<file path="src/rtl/mips_pkg.sv">
// ---------------------------------------------------------------------------
// mips_pkg
// Shared definitions for the fetch stage and its neighbours.
//   - instruction / address widths and the default reset PC
//   - primary opcode constants (instr[31:26])
//   - fetch FSM state encoding
//   - small helpers that split an instruction word into its fields
// ---------------------------------------------------------------------------
package mips_pkg;

    localparam int          INSTR_W          = 32;
    localparam int          PC_W             = 32;
    localparam logic [31:0] RESET_PC_DEFAULT = 32'h0000_0000;

    // Primary opcodes
    localparam logic [5:0] OP_RTYPE = 6'h00;
    localparam logic [5:0] OP_J     = 6'h02;
    localparam logic [5:0] OP_JAL   = 6'h03;
    localparam logic [5:0] OP_BEQ   = 6'h04;
    localparam logic [5:0] OP_BNE   = 6'h05;
    localparam logic [5:0] OP_ADDI  = 6'h08;
    localparam logic [5:0] OP_LW    = 6'h23;
    localparam logic [5:0] OP_SW    = 6'h2B;

    typedef enum logic [1:0] {
        S_IDLE = 2'd0,
        S_REQ  = 2'd1,
        S_WAIT = 2'd2,
        S_FULL = 2'd3
    } fetch_state_e;

    function automatic logic [5:0] instr_opcode(input logic [INSTR_W-1:0] w);
        return w[31:26];
    endfunction

    function automatic logic [5:0] instr_funct(input logic [INSTR_W-1:0] w);
        return w[5:0];
    endfunction

endpackage

</file>
<file path="src/rtl/pc_target_calc.sv">
// ---------------------------------------------------------------------------
// pc_target_calc
// Combinational control-flow target generation for an instruction at a
// known address. Shared between fetch (redirect on accept) and execute.
//
// Ports:
//   i_instr      in  32  instruction word
//   i_instr_pc   in  32  address of i_instr
//   o_pc4        out 32  i_instr_pc + 4
//   o_br_target  out 32  pc4 + sign-extended (imm16 << 2), wraps mod 2^32
//   o_j_target   out 32  {pc4[31:28], instr[25:0], 2'b00}
// ---------------------------------------------------------------------------
module pc_target_calc
    import mips_pkg::*;
(
    input  logic [INSTR_W-1:0] i_instr,
    input  logic [PC_W-1:0]    i_instr_pc,
    output logic [PC_W-1:0]    o_pc4,
    output logic [PC_W-1:0]    o_br_target,
    output logic [PC_W-1:0]    o_j_target
);

    logic [PC_W-1:0] w_pc4;
    logic [PC_W-1:0] w_br_offset;

    assign w_pc4       = i_instr_pc + 32'd4;
    assign w_br_offset = {{14{i_instr[15]}}, i_instr[15:0], 2'b00};

    assign o_pc4       = w_pc4;
    // Plain 32-bit add: a branch past either end of the address space wraps.
    assign o_br_target = w_pc4 + w_br_offset;
    // The jump keeps the 256 MB region of the delay-slot address (pc4), not
    // of the jump itself, so a jump in the last word of a region lands in
    // the next one.
    assign o_j_target  = {w_pc4[31:28], i_instr[25:0], 2'b00};

endmodule

</file>
<file path="src/rtl/fetch_unit.sv">
// ---------------------------------------------------------------------------
// fetch_unit
// Instruction-fetch stage. Owns the PC, issues one outstanding request at a
// time to instruction memory (req/gnt/rvalid), buffers the returned word and
// hands it to decode under instr_valid/dec_ready. Branch/jump redirects are
// applied when decode accepts the buffered instruction.
//
// State table:
//   state  | meaning
//   -------+--------------------------------------------------------------
//   IDLE   | one cycle after reset release, nothing requested yet
//   REQ    | imem_req high at fetch_pc, waiting for imem_gnt
//   WAIT   | request granted, waiting for imem_rvalid
//   FULL   | instruction buffered and offered to decode
//
// Ports:
//   clk, rst_n            clock, asynchronous active-low reset
//   imem_req/imem_addr    request and word-aligned address (stable in REQ)
//   imem_gnt              request accepted this cycle
//   imem_rvalid/rdata     returned instruction word
//   instr_valid           buffered instruction available
//   dec_ready             decode takes the instruction this cycle
//   instr/instr_pc        buffered word and its address
//   opcode/funct          instr[31:26] / instr[5:0]
//   br_taken/jump         redirect qualifiers, looked at only on accept
// ---------------------------------------------------------------------------
module fetch_unit
    import mips_pkg::*;
#(
    parameter logic [31:0] RESET_PC = RESET_PC_DEFAULT,
    parameter int          ADDR_W   = 32
)
(
    input  logic              clk,
    input  logic              rst_n,
    output logic              imem_req,
    output logic [ADDR_W-1:0] imem_addr,
    input  logic              imem_gnt,
    input  logic              imem_rvalid,
    input  logic [31:0]       imem_rdata,
    output logic              instr_valid,
    input  logic              dec_ready,
    output logic [31:0]       instr,
    output logic [ADDR_W-1:0] instr_pc,
    output logic [5:0]        opcode,
    output logic [5:0]        funct,
    input  logic              br_taken,
    input  logic              jump
);

    fetch_state_e r_state;
    fetch_state_e w_state_nxt;

    logic [ADDR_W-1:0] r_fetch_pc;
    logic [ADDR_W-1:0] r_req_pc;
    logic [31:0]       r_instr;
    logic [ADDR_W-1:0] r_instr_pc;
    logic              r_instr_valid;
    logic              r_discard;

    logic              w_grant;
    logic              w_resp;
    logic              w_accept;
    logic              w_redirect;
    logic [ADDR_W-1:0] w_pc4;
    logic [ADDR_W-1:0] w_br_target;
    logic [ADDR_W-1:0] w_j_target;

    // Handshake events are qualified by state so that stray gnt/rvalid
    // pulses from memory can never move the datapath.
    assign w_grant    = (r_state == S_REQ)  && imem_gnt;
    assign w_resp     = (r_state == S_WAIT) && imem_rvalid;
    assign w_accept   = r_instr_valid && dec_ready;
    assign w_redirect = w_accept && (jump || br_taken);

    pc_target_calc u_pc_target_calc (
        .i_instr     (r_instr),
        .i_instr_pc  (r_instr_pc),
        .o_pc4       (w_pc4),
        .o_br_target (w_br_target),
        .o_j_target  (w_j_target)
    );

    // ---------------------------------------------------------------
    // FSM: state register
    // ---------------------------------------------------------------
    always_ff @(posedge clk or negedge rst_n) begin
        if (!rst_n) begin
            r_state <= S_IDLE;
        end else begin
            r_state <= w_state_nxt;
        end
    end

    // ---------------------------------------------------------------
    // FSM: next state and request output
    // ---------------------------------------------------------------
    always_comb begin
        w_state_nxt = r_state;
        imem_req    = 1'b0;
        case (r_state)
            S_IDLE: begin
                w_state_nxt = S_REQ;
            end
            S_REQ: begin
                imem_req = 1'b1;
                if (imem_gnt) begin
                    w_state_nxt = S_WAIT;
                end
            end
            S_WAIT: begin
                if (imem_rvalid) begin
                    w_state_nxt = r_discard ? S_REQ : S_FULL;
                end
            end
            S_FULL: begin
                // Going straight back to REQ makes the next request visible
                // the cycle after accept.
                if (w_accept) begin
                    w_state_nxt = S_REQ;
                end
            end
            default: begin
                w_state_nxt = S_IDLE;
            end
        endcase
    end

    // ---------------------------------------------------------------
    // PC and instruction buffer
    // ---------------------------------------------------------------
    always_ff @(posedge clk or negedge rst_n) begin
        if (!rst_n) begin
            r_fetch_pc    <= RESET_PC;
            r_req_pc      <= RESET_PC;
            r_instr       <= '0;
            r_instr_pc    <= '0;
            r_instr_valid <= 1'b0;
            r_discard     <= 1'b0;
        end else begin
            // fetch_pc already points at the sequential successor once the
            // request is granted, so a non-redirecting accept leaves it alone.
            if (w_grant) begin
                r_req_pc   <= r_fetch_pc;
                r_fetch_pc <= r_fetch_pc + ADDR_W'(4);
            end else if (w_accept) begin
                if (jump) begin
                    r_fetch_pc <= w_j_target;
                end else if (br_taken) begin
                    r_fetch_pc <= w_br_target;
                end
            end

            if (w_resp && !r_discard) begin
                r_instr       <= imem_rdata;
                r_instr_pc    <= r_req_pc;
                r_instr_valid <= 1'b1;
            end else if (w_accept) begin
                r_instr_valid <= 1'b0;
            end

            // Accept only happens in FULL, so a redirect never meets an
            // in-flight fetch today. The flag is kept so that, should that
            // ever change, the stale response is dropped rather than issued.
            if (w_resp && r_discard) begin
                r_discard <= 1'b0;
            end else if (w_redirect && (r_state == S_REQ || r_state == S_WAIT)) begin
                r_discard <= 1'b1;
            end
        end
    end

    assign imem_addr   = r_fetch_pc;
    assign instr_valid = r_instr_valid;
    assign instr       = r_instr;
    assign instr_pc    = r_instr_pc;
    assign opcode      = instr_opcode(r_instr);
    assign funct       = instr_funct(r_instr);

endmodule
</file>
<file path="config.mk">
export PLATFORM = sky130hd
export DESIGN_NAME = fetch_unit
export DESIGN_NICKNAME = d
export VERILOG_FILES = /design/src/rtl/mips_pkg.sv /design/src/rtl/pc_target_calc.sv /design/src/rtl/fetch_unit.sv
export SDC_FILE = /design/constraint.sdc
export NUM_CORES = 1
export LEC_CHECK = 0
export CORE_MARGIN = 3
export CORE_UTILIZATION = 54
export DETAILED_ROUTE_END_ITERATION = 8
export PLACE_DENSITY_LB_ADDON = 0.12
export SKIP_CTS_REPAIR_TIMING = 1
export SYNTH_ARGS = -nofsm -noshare
export SYNTH_HDL_FRONTEND = slang
export SYNTH_SLANG_ARGS = --single-unit
</file>
<file path="constraint.sdc">
create_clock -name clk -period 4.3 [get_ports clk]
set_input_delay 0.86 -clock clk [delete_from_list [all_inputs] [get_ports clk]]
set_output_delay 0.86 -clock clk [all_outputs]
set_load 0.005 [all_outputs]
</file>
---- Word-level counts from Yosys, hierarchy flattened ----
Index checks and enable logic that the tools add are counted.
word-level totals
  bits in registers ....................... 132
  input bits .............................. 39
  output and inout bits ................... 110
  word-level logic and storage cells ...... 47
cells by class
  $add $sub $neg .......................... 3
  equality and inequality tests ........... 6
  mux-type cells .......................... 14
  reduce and logical (&&, ||, !) cells .... 17
operator list
  kind                                                  number
  two-way mux 32 bit                                    4
  adder 32 x 3 -> 32 bit (second input constant)        2
  adder 32 bit                                          1
  two-way mux 2 bit                                     4
  one-hot mux 2 bit (4 select lines)                    1
  logical AND 1 bit                                     7
  inequality test 2 bit (second input constant)         3
  nonzero test 2 bit                                    3
  two-way mux 1 bit                                     5
  equality test 2 bit (second input constant)           2
  AND reduction 3 bit                                   1
  nonzero test 3 bit                                    1
  equality test 2 x 1 -> 1 bit (second input constant)  1
  logical NOT 2 bit                                     1
  logical OR 1 bit                                      2
  AND reduction 2 bit                                   1
  logical NOT 1 bit                                     1

---- Logic depth before layout (Yosys ltp) ----
  depth after elaboration ................. 6
  mapped depth ............................ 16
  depth with buffers taken out ............ 15

---- Hierarchy ----
From an unflattened synthesis, not the netlist that was laid out.
second synthesis, totals
  cell total of the unflattened synthesis .. 888
  area, all modules ....................... 8,511.9 sq um
by module, submodules not included
  module          times used  cells an instance  area each (sq um)  sequential area each (sq um)
  fetch_unit      1           551                6,058.3            3,303.2
  pc_target_calc  1           337                2,453.6            0.0

---- Worst setup path before layout ----
OpenSTA, ideal clock, no wires.
  kind .................................... flip-flop to flip-flop
  start point ............................. register r_instr_pc[4] (netlist: instr_pc[4])
  end point ............................... register r_fetch_pc[31] (netlist: imem_addr[31])
  library setup time ...................... 0.123 ns
  arrival time ............................ 3.240 ns
  data required time ...................... 4.177 ns
  setup slack ............................. 0.937 ns
  stages on the path, launching flop included .. 17
  path through ............................ dfrtp_1 -> and4_1 -> and3_1 -> nand2_1 -> nor3_1 -> nand2_1 -> xnor2_1 -> ha_1 -> clkbuf_1 -> a21o_1 -> a21oi_1 -> and3_2 -> a221oi_2 -> o311ai_2 -> a211o_1 -> o2111ai_1 -> nor2_2
between the ends
  longest elaborated chain between the ends .. 6
ends and longest elaborated chain
  item                      RTL line              RTL
  start, declared           fetch_unit.sv:57      logic [ADDR_W-1:0] r_instr_pc;
  start signal, assigned    fetch_unit.sv:156     r_instr_pc <= r_req_pc;
  adder 32 x 3 -> 32 bit *  pc_target_calc.sv:26  assign w_pc4 = i_instr_pc + 32'd4;
  adder 32 bit              pc_target_calc.sv:31  assign o_br_target = w_pc4 + w_br_offset;
  two-way mux 32 bit        fetch_unit.sv:149     end else if (br_taken) begin
  two-way mux 32 bit *      fetch_unit.sv:147     if (jump) begin
  two-way mux 32 bit *      fetch_unit.sv:146     end else if (w_accept) begin
  two-way mux 32 bit *      fetch_unit.sv:143     if (w_grant) begin
  end signal, assigned      fetch_unit.sv:145     r_fetch_pc <= r_fetch_pc + ADDR_W'(4);
  end signal, assigned      fetch_unit.sv:148     r_fetch_pc <= w_j_target;
  end signal, assigned      fetch_unit.sv:150     r_fetch_pc <= w_br_target;
  end, declared             fetch_unit.sv:54      logic [ADDR_W-1:0] r_fetch_pc;
Every way passes the cells marked *; elsewhere a longest branch is shown, timed or not. The select of a mux whose other input is x is not followed.
A chain may end at the register's enable or synchronous reset.

---- Worst setup path in the final report ----
  start point ............................. register r_instr_pc[5] (netlist: instr_pc[5])
  end point ............................... register r_fetch_pc[29] (netlist: imem_addr[29])
Same word-level chain as after synthesis.

==> key figures <==
Run status
  – Status: complete, no violations

Placement
  – Final GP Congestion: 0.952
  – HPWL after DPL: 17200 µm
  – Port bufs: 148

Drt
  – Avg WL per Cell: 20.1 µm
  – Initial DRC Count: 534
  – First drt pass iteration count: 8
  – Detailed-route DRC error count: 0
  – Routed Wire Length: 24400 µm
  – Total number of vias: 7472
  – Via density: 6.13
  – Post-DRT Antenna Nets: 0

Floorplan
  – Starting Density: 56.0%
  – Die ar.: 0.0168 mm²
  – # IOs: 149
  – Die extent in y: 130 µm
  – Core Region: 0.0148 mm²
  – Die width: 130 µm
  – Rows: 44

STA
  – RSZ-0062 raised after global routing: false
  – Hold Vio Cnt, Final: 0
  – Final hold slack: 468 ps
  – Fin. max-slew vios: 0
  – Worst-margin pin slew: 968 ps
  – Fmax achieved: 0.251 GHz
  – Setup violations, final: 0
  – Final min period: 3990 ps
  – Clk_skew: 7.98 ps
  – Tcrit/Tclk final: 92.7%
  – Fin Setup TNS: 0 ps
  – Max_slew headroom: 35.5%

Synthesis
  – Ys flop type: dfrtp_1
  – Syn nets: 973
  – Async SR Flop Fraction: 100%
  – Count of cell types in the netlist: 69
  – Post-synth EDFFs: 0
  – Syn_area_per_cell: 9.26 µm²
  – Dominant cell type by area after synthesis: dfrtp_1
  – Syn. warnings: 0
  – Top cells by area, synth: dfrtp_1, mux2_2, nand2_1
  – Mapped cell area: 0.00827 mm²
  – Mapped Cells: 893
  – Share of the synthesized area in the top cell type: 40.0%
  – Post-synthesis sequential area ratio: 40.0%
  – Flops & latches, synth: 132

Pwr
  – Combinational power share: 53.9%
  – Int Pwr: 5.17 mW
  – Maximum vdd drop: 527 µV
  – Switching share of power: 42.5%
  – Total power density per cell area: 858 mW/mm²
  – LEAKAGE: 4.60 nW
  – Clock power share: 17.4%
  – Sequential share of power: 28.7%
  – Switching Power: 3.81 mW

Finish
  – Antenna diodes: 0
  – Layout area overhead: 26.6%
  – Most frequent cells in the layout: nand2_1, clkdlybuf4s50_1, dfrtp_1
  – Commonest non-fill, non-tap cell in the layout: nand2_1
  – Nets: 1102
  – Share of cells above drive strength 1: 12.9%

Critical path
  – Setup crit end kind: flop
  – Worst EP required: 4630 ps
  – Startpoint types: flop
  – Arr. time, crit path: 4310 ps
  – CP max FO: 9
  – WS Path Type: reg2reg

CTS
  – TritonCTS clock tree: built
  – Worst-skew pair later-pin latency: 440 ps
  – Num CTS Buffers: 17
  – Root Driver: clkbuf_16
  – Clock transition at the registers of the reported paths: 60 ps
  – Longest Clk Path Bufs: 2
  – H-tree depth: 4
  – Clock sinks: 132

Global routing
  – First-pass GRT wire length: 38600 µm
  – Total GRT Usage: 29.6%
  – Vias in the first global route: 7234
  – GRT overflow: 0
  – Antenna violations before repair: 0
  – Pin count of the biggest net entering global routing: 98

Hold path
  – Worst hold path class: reg2reg

Run
  – MaxCap Viol Count: 0
[flip-flops by register name, indices dropped and copies added (netlist names)]
| register | cells |
|---|---|
| imem_addr | 32 |
| instr | 32 |
| instr_pc | 32 |
| r_req_pc | 32 |
| r_state | 2 |
| instr_valid | 1 |
| r_discard | 1 |
[critical path, cell delays in order, from the launching register on]
cell and delay [ps]:
dfrtp_1 430, and4_1 310, and3_1 310, nand3_1 160, nor3_1 340, nand2_1 120, xnor2_1 150, ha_1 400
nand2_1 190, nor2_1 70, o41ai_1 460, o2111ai_1 210, a31oi_1 250, mux2i_1 210, a22oi_1 100, a21o_1 150
[synthesized netlist by cell type, drive strengths merged (8+ instances only)]
master / n
a31oi: 9
nand2: 158
and2: 8
o22ai: 10
xor2: 10
o21ai: 37
a21oi: 67
mux2: 65
ha: 40
clkbuf: 31
and3: 21
nor3: 16
a211oi: 13
mux2i: 10
inv: 18
a21o: 20
buf: 18
nand4: 17
dfrtp: 132
nand3: 36
xnor2: 36
nor2: 48
[final timing paths]
check                                         start                         to  slack (ps)  cells after the start
hold / removal             r_req_pc[18]$_DFFE_PN0P_   r_req_pc[18]$_DFFE_PN0P_         470                      2
hold reg to reg            r_req_pc[18]$_DFFE_PN0P_   r_req_pc[18]$_DFFE_PN0P_         470                      2
setup reg to reg            instr_pc[5]$_DFFE_PN0P_  imem_addr[29]$_DFFE_PN0P_         310                     15
setup / recovery            instr_pc[5]$_DFFE_PN0P_  imem_addr[29]$_DFFE_PN0P_         310                     15
min in group asynchronous                     rst_n      instr[10]$_DFFE_PN0P_         510                      1
max in group asynchronous                     rst_n    instr_pc[4]$_DFFE_PN0P_        2970                      2
[logic make-up after synthesis]
family / synth area share [%]
AO/OA/AOI/OAI: 17.0
AND/OR/NAND/NOR: 17.9
XOR/XNOR: 4.87
multiplexers: 10.1
buffers and inverters: 3.86
adder cells (fa/ha/maj): 6.30
flip-flops: 40.0
[power groups by stage]
stage	clock network [mW]	registers (mW)	logic [mW]
after floorplan	0	2.35	3.09
after global placement	0	2.55	4.69
after detailed placement	0	2.56	4.74
after CTS	1.57	2.56	4.81
after global routing	1.63	2.66	5.31
final	1.56	2.58	4.84
[routing by layer]
metal	part of all wire (%)	track usage [%]	up-vias
li1	-	-	3481
met1	44	41.2	3560
met2	45	45.2	374
met3	8.3	7.74	57
met4	2.7	9.84	0
met5	0	0	-
[area by class of cell]
class,instances,area [µm²]
Multi-Input combinational cell,693,4660
Fill cell,1176,4290
Sequential cell,132,3300
Timing Repair Buffer,160,1570
Clock buffer,18,429
Tap cell,184,230
Clock inverter,14,200
Inverter,18,67.6
[metrics by stage]
| stage | area [µm²] | util [%] | instances | total power, mW | worst slack, ps |
|---|---|---|---|---|---|
| 2_1_floorplan | 8270 | - | 893 | 5.44 | 937 |
| 3_3_place_gp | 9840 | 66.7 | 1187 | 7.23 | 472 |
| 3_5_place_dp | 9840 | 66.7 | 1187 | 7.30 | 414 |
| 4_1_cts | 10500 | 70.9 | 1219 | 8.93 | 371 |
| 5_1_grt | 10500 | 70.9 | 1219 | 9.60 | 40.6 |
| 6_report | 10500 | 70.9 | 1219 | 8.98 | 312 |
Note: power is estimated with default switching activity, not from simulation.
